$ cat config.mk
export PLATFORM = sky130hd
export DESIGN_NAME = rv32_bus_sequencer
export DESIGN_NICKNAME = d
export VERILOG_FILES = /design/src/rtl/rv32_bus_sequencer.sv
export SDC_FILE = /design/constraint.sdc
export NUM_CORES = 1
export LEC_CHECK = 0
export ABC_CLOCK_PERIOD_IN_PS = 2000
export CAP_MARGIN = 20
export CORE_UTILIZATION = 46
export DETAILED_ROUTE_END_ITERATION = 12
export GPL_TIMING_DRIVEN = 0
export HOLD_SLACK_MARGIN = 0.05
export PLACE_DENSITY = 0.77
export SLEW_MARGIN = 15
export SYNTH_ARGS = -nofsm -noshare
export SYNTH_HDL_FRONTEND = slang
export SYNTH_SLANG_ARGS = --single-unit
$ cat constraint.sdc
create_clock -name clk -period 2 [get_ports clk]
set_input_delay 0.4 -clock clk [delete_from_list [all_inputs] [get_ports clk]]
set_output_delay 0.4 -clock clk [all_outputs]
set_load 0.01 [all_outputs]
$ cat src/rtl/rv32_bus_sequencer.sv
// Splits RV32 core load/store/fetch requests into byte cycles on an 8-bit 65xx-style bus,
// assembling little-endian load data with sign/zero extension and honouring RDY/AEC stalls.
module rv32_bus_sequencer (
    input  logic        clk,
    input  logic        rst_n,
    input  logic        req_valid,
    output logic        req_ready,
    input  logic        req_we,
    input  logic [1:0]  req_size,
    input  logic        req_signed,
    input  logic        req_fetch,
    input  logic [15:0] req_addr,
    input  logic [31:0] req_wdata,
    output logic        rsp_valid,
    output logic [31:0] rsp_rdata,
    input  logic        rdy,
    input  logic        rdy_writes,
    input  logic        aec,
    output logic [15:0] bus_addr,
    output logic        bus_rwn,
    output logic [7:0]  bus_dout,
    output logic        bus_doe,
    input  logic [7:0]  bus_din,
    output logic        bus_sync,
    output logic        bus_mln
);

    typedef enum logic {IDLE, XFER} state_t;

    state_t      state_q, state_d;
    logic [1:0]  k_q, k_d;
    logic [1:0]  last_q, last_d;
    logic        we_q, we_d;
    logic        sgn_q, sgn_d;
    logic [31:0] wdata_q, wdata_d;
    logic [31:0] rbuf_q, rbuf_d;

    logic        req_ready_q, req_ready_d;
    logic        rsp_valid_q, rsp_valid_d;
    logic [31:0] rsp_rdata_q, rsp_rdata_d;
    logic [15:0] bus_addr_q, bus_addr_d;
    logic        bus_rwn_q, bus_rwn_d;
    logic [7:0]  bus_dout_q, bus_dout_d;
    logic        bus_doe_q, bus_doe_d;
    logic        bus_sync_q, bus_sync_d;
    logic        bus_mln_q, bus_mln_d;

    logic        stall;
    logic [1:0]  req_last;
    logic [1:0]  next_k;
    logic [7:0]  next_dout;
    logic [31:0] merged;
    logic [31:0] loaded;

    always_comb begin
        stall = !aec || (!rdy && (!we_q || rdy_writes));

        case (req_size)
            2'd0:    req_last = 2'd0;
            2'd1:    req_last = 2'd1;
            default: req_last = 2'd3;
        endcase

        next_k = k_q + 2'd1;
        case (next_k)
            2'd0:    next_dout = wdata_q[7:0];
            2'd1:    next_dout = wdata_q[15:8];
            2'd2:    next_dout = wdata_q[23:16];
            default: next_dout = wdata_q[31:24];
        endcase

        // The completing byte is merged combinationally so the result is ready on the same edge.
        merged = rbuf_q;
        case (k_q)
            2'd0:    merged[7:0]   = bus_din;
            2'd1:    merged[15:8]  = bus_din;
            2'd2:    merged[23:16] = bus_din;
            default: merged[31:24] = bus_din;
        endcase

        case (last_q)
            2'd0:    loaded = sgn_q ? {{24{merged[7]}}, merged[7:0]} : {24'd0, merged[7:0]};
            2'd1:    loaded = sgn_q ? {{16{merged[15]}}, merged[15:0]} : {16'd0, merged[15:0]};
            default: loaded = merged;
        endcase
    end

    always_comb begin
        state_d     = state_q;
        k_d         = k_q;
        last_d      = last_q;
        we_d        = we_q;
        sgn_d       = sgn_q;
        wdata_d     = wdata_q;
        rbuf_d      = rbuf_q;
        rsp_valid_d = 1'b0;
        rsp_rdata_d = rsp_rdata_q;
        bus_addr_d  = bus_addr_q;
        bus_rwn_d   = bus_rwn_q;
        bus_dout_d  = bus_dout_q;
        bus_doe_d   = bus_doe_q;
        bus_sync_d  = bus_sync_q;
        bus_mln_d   = bus_mln_q;

        case (state_q)
            IDLE: begin
                if (req_valid) begin
                    state_d    = XFER;
                    k_d        = 2'd0;
                    last_d     = req_last;
                    we_d       = req_we;
                    sgn_d      = req_signed;
                    wdata_d    = req_wdata;
                    rbuf_d     = 32'd0;
                    bus_addr_d = req_addr;
                    bus_rwn_d  = !req_we;
                    bus_doe_d  = req_we;
                    bus_dout_d = req_wdata[7:0];
                    bus_sync_d = req_fetch;
                    bus_mln_d  = (req_last == 2'd0);
                end
            end
            XFER: begin
                // A stalled edge falls through with every register holding.
                if (!stall) begin
                    if (!we_q) begin
                        rbuf_d = merged;
                    end
                    if (k_q == last_q) begin
                        state_d     = IDLE;
                        k_d         = 2'd0;
                        rsp_valid_d = 1'b1;
                        rsp_rdata_d = we_q ? 32'd0 : loaded;
                        bus_rwn_d   = 1'b1;
                        bus_doe_d   = 1'b0;
                        bus_dout_d  = 8'd0;
                        bus_sync_d  = 1'b0;
                        bus_mln_d   = 1'b1;
                    end else begin
                        k_d        = next_k;
                        bus_addr_d = bus_addr_q + 16'd1;
                        bus_dout_d = next_dout;
                        bus_sync_d = 1'b0;
                    end
                end
            end
            default: state_d = IDLE;
        endcase

        req_ready_d = (state_d == IDLE);
    end

    always_ff @(posedge clk) begin
        if (!rst_n) begin
            state_q     <= IDLE;
            k_q         <= 2'd0;
            last_q      <= 2'd0;
            we_q        <= 1'b0;
            sgn_q       <= 1'b0;
            wdata_q     <= 32'd0;
            rbuf_q      <= 32'd0;
            req_ready_q <= 1'b1;
            rsp_valid_q <= 1'b0;
            rsp_rdata_q <= 32'd0;
            bus_addr_q  <= 16'd0;
            bus_rwn_q   <= 1'b1;
            bus_dout_q  <= 8'd0;
            bus_doe_q   <= 1'b0;
            bus_sync_q  <= 1'b0;
            bus_mln_q   <= 1'b1;
        end else begin
            state_q     <= state_d;
            k_q         <= k_d;
            last_q      <= last_d;
            we_q        <= we_d;
            sgn_q       <= sgn_d;
            wdata_q     <= wdata_d;
            rbuf_q      <= rbuf_d;
            req_ready_q <= req_ready_d;
            rsp_valid_q <= rsp_valid_d;
            rsp_rdata_q <= rsp_rdata_d;
            bus_addr_q  <= bus_addr_d;
            bus_rwn_q   <= bus_rwn_d;
            bus_dout_q  <= bus_dout_d;
            bus_doe_q   <= bus_doe_d;
            bus_sync_q  <= bus_sync_d;
            bus_mln_q   <= bus_mln_d;
        end
    end

    assign req_ready = req_ready_q;
    assign rsp_valid = rsp_valid_q;
    assign rsp_rdata = rsp_rdata_q;
    assign bus_addr  = bus_addr_q;
    assign bus_rwn   = bus_rwn_q;
    assign bus_dout  = bus_dout_q;
    assign bus_doe   = bus_doe_q;
    assign bus_sync  = bus_sync_q;
    assign bus_mln   = bus_mln_q;

endmodule

==> run metrics <==
Syn Std Cell Area=between 5000 and 6000 sq um; FF-to-FF path depth=5; Max FO, Critical Path=9; pwr dens=around 830 nW/um^2; Die Y=115 um; Layout Skew=4.90 ps; NumNets Final=907; Synth-to-Final Area Change=37.5%; PnR Total Power=6.73 mW; Area contributors post-synth=dfxtp_1 (45%), nand2_1 (8.6%), a21oi_1 (6.8%); CTS max path bufs=2; Post-DP Area=7360 sq um; RR Endpoint=bus_addr[0]; Finished Cell Area=8070 sq um; post-synth top area cell=dfxtp_1; final setup fails=0; number of synthesized register bits=133; core footprint=12200 sq um; HPWL Detailed=12500 um; Period minus WS final=1960 ps; post-route ant nets=0; clock sink count=approximately 130; TritonCTS clock tree=done; Cells after Synth=686; Reg2Reg Setup Slack=40 ps; # IOs=129; initial antenna violation count=0; Fill cells=1043; Pleak=3.01 nW; Worst Hold End=rbuf_q[31]; hold crit path type=register to register; EDFF count, synth=0; final WL=17400 um; Starting DRT DRC Count=408; crit start category=register; Setup CP Type=register to register; Max Fclk=just over 500 MHz; top cells by count, synth=nand2_1 (134), dfxtp_1 (133), a21oi_1 (80); vias in the first global route=5534; arrival time at the worst endpoint=2280 ps; Total Die Area=about 13000 sq um; layout cells sized above 1=13.8%; max_cap viols=0; GRT overflow=0; ANT cells=0; outcome=finished clean; TritonCTS buffer count=17; first-pass GRT wire length=26900 um; sequential element share of the synthesized area=45.4%; max-slew violations=0; Avg Cell Area, Syn=between 8 and 9 sq um; root buffer selected by CTS=clkbuf_16; gr usage total=a little over a quarter; worst hold path depth=2; ys async rst share=0%; Main synth FF type=dfxtp_1; hold path startpoint=rbuf_q[31]; largest net degree at the start of global routing=18; Syn Nets=761; H-tree depth=4; reg2reg start=last_q[0]; most frequent cell after synthesis=nand2_1; die width=115 um; vias per cell=5.70; total number of vias=between 5000 and 6000; IO buf count=128; Rel. slew slack=58.6%; Slew @ Worst Pin=a little over 600 ps; Final Wtd Congestion=approximately 0.9; post-synth cell types=54; critical path endpoint category=register; Synth top area share=45.4%; Final Cycle Share=a little over nine tenths; row count=40; clock edge transition at the registers on the reported setup and hold paths=60 ps; WL/cell=17.2 um; residual DRC count=0; RSZ-0062 raised after global routing=true; setup TNS=0 ps; number of synthesis warnings=0; Final Hold Viols=0; clk_lat worst skew=420 ps; first-pass detailed-route iteration total=6; Initial Utilization=approximately half; peak supply drop=0.510 mV; Critical Path RT=roughly 2300 ps
-- timing repair --
| action | 4_1_cts | 5_1_grt |
|---|---|---|
| cloned | 0 | 0 |
| setup buffers | 1 | 2 |
| hold buffers | 0 | 0 |
| gates resized for setup | 9 | 27 |
| endpoints found under the setup margin | 56 | 109 |
| pin swaps | 1 | 3 |
-- power breakdown --
group	switching (mW)	internal, mW	total, mW
Clock	1.18	1.84	3.02
Combinational	0.466	0.394	0.861
Sequential	0.0923	2.76	2.85
-- flip-flops by register name (all words and copies together) (netlist names), 2 cells and up --
register and cells:
wdata_q 32, k_q 2, bus_dout 8, rsp_rdata 32, last_q 2, bus_addr 16, rbuf_q 32
-- cell usage in the layout, fill, tap and decap left out, types with 3 or more instances in the layout --
| cell | count |
|---|---|
| a21oi_1 | 80 |
| a222oi_1 | 8 |
| a22o_1 | 25 |
| a31oi_1 | 4 |
| buf_2 | 9 |
| buf_4 | 5 |
| clkbuf_1 | 24 |
| clkbuf_16 | 17 |
| clkbuf_2 | 5 |
| clkbuf_8 | 4 |
| clkdlybuf4s50_1 | 128 |
| clkinv_2 | 3 |
| clkinvlp_4 | 5 |
| dfxtp_1 | 131 |
| ha_1 | 7 |
| inv_2 | 3 |
| mux2_2 | 18 |
| mux2i_1 | 22 |
| nand2_1 | 132 |
| nand3_1 | 28 |
| nand4_1 | 3 |
| nor2_1 | 34 |
| nor3_1 | 5 |
| nor3_2 | 3 |
| o211a_1 | 8 |
| o21a_1 | 3 |
| o21ai_0 | 31 |
| o22ai_1 | 8 |
| o2bb2ai_1 | 13 |
| o31ai_1 | 5 |
| o32ai_1 | 3 |
| or2_2 | 17 |
-- kinds of logic after synthesis --
| group | count (synthesis) | share of synthesized area (%) |
|---|---|---|
| AND/OR/NAND/NOR | 240 | 18.1 |
| adder cells (fa/ha/maj) | 8 | 1.71 |
| flip-flops | 133 | 45.4 |
| XOR/XNOR | 2 | 0.298 |
| multiplexers | 41 | 7.37 |
| AO/OA/AOI/OAI | 206 | 23.2 |
| buffers and inverters | 56 | 3.99 |
-- final cells by class --
class / instances / area (sq um) / area share (%)
Buffer: 46 / 220 / 2.73
Timing Repair Buffer: 131 / 1300 / 16.2
Tap cell: 168 / 210 / 2.60
Sequential cell: 133 / 2670 / 33.0
Clock buffer: 21 / 480 / 5.95
Multi-Input combinational cell: 497 / 3070 / 38.0
Clock inverter: 11 / 100 / 1.24
Inverter: 6 / 22.5 / 0.279
-- through the flow --
step	std cells	setup WS (ps)	utilization [%]	hold slack [ps]
final	1013	43.8	66.1	454
after global routing	1013	-127	66.1	470
after CTS	1012	-48.8	65.2	451
after detailed placement	982	-556	60.3	444
after global placement	982	-529	60.3	435
after floorplan	686	27.0	-	429
-- routing by layer --
layer | GRT usage, % | up-vias | share of wire, % | wire length, um
met1 | 32.6 | 2732 | 43 | 7400
li1 | - | 2743 | - | -
met4 | 10.9 | 0 | 2.1 | 365
met3 | 5.90 | 35 | 7.2 | 1260
met5 | 0 | - | 0 | 0
met2 | 44.1 | 269 | 48 | 8380
-- worst max-delay path by stage --
stage                                to       start  slack (ps)
final                       bus_addr[0]   last_q[0]          40
after floorplan           rsp_rdata[21]      k_q[0]          30
after global routing        bus_addr[0]   last_q[1]        -130
after CTS                   bus_addr[0]   last_q[0]         -50
after global placement        req_ready  rdy_writes        -530
after detailed placement      req_ready  rdy_writes        -560
-- critical path, stage by stage, from the launching register on --
cell and delay [ps]:
dfxtp_1 530, xor2_2 280, o21ai_1 280, o21ai_2 380
a21oi_1 130, a311oi_1 260
Note: power is estimated with default switching activity, not from simulation.
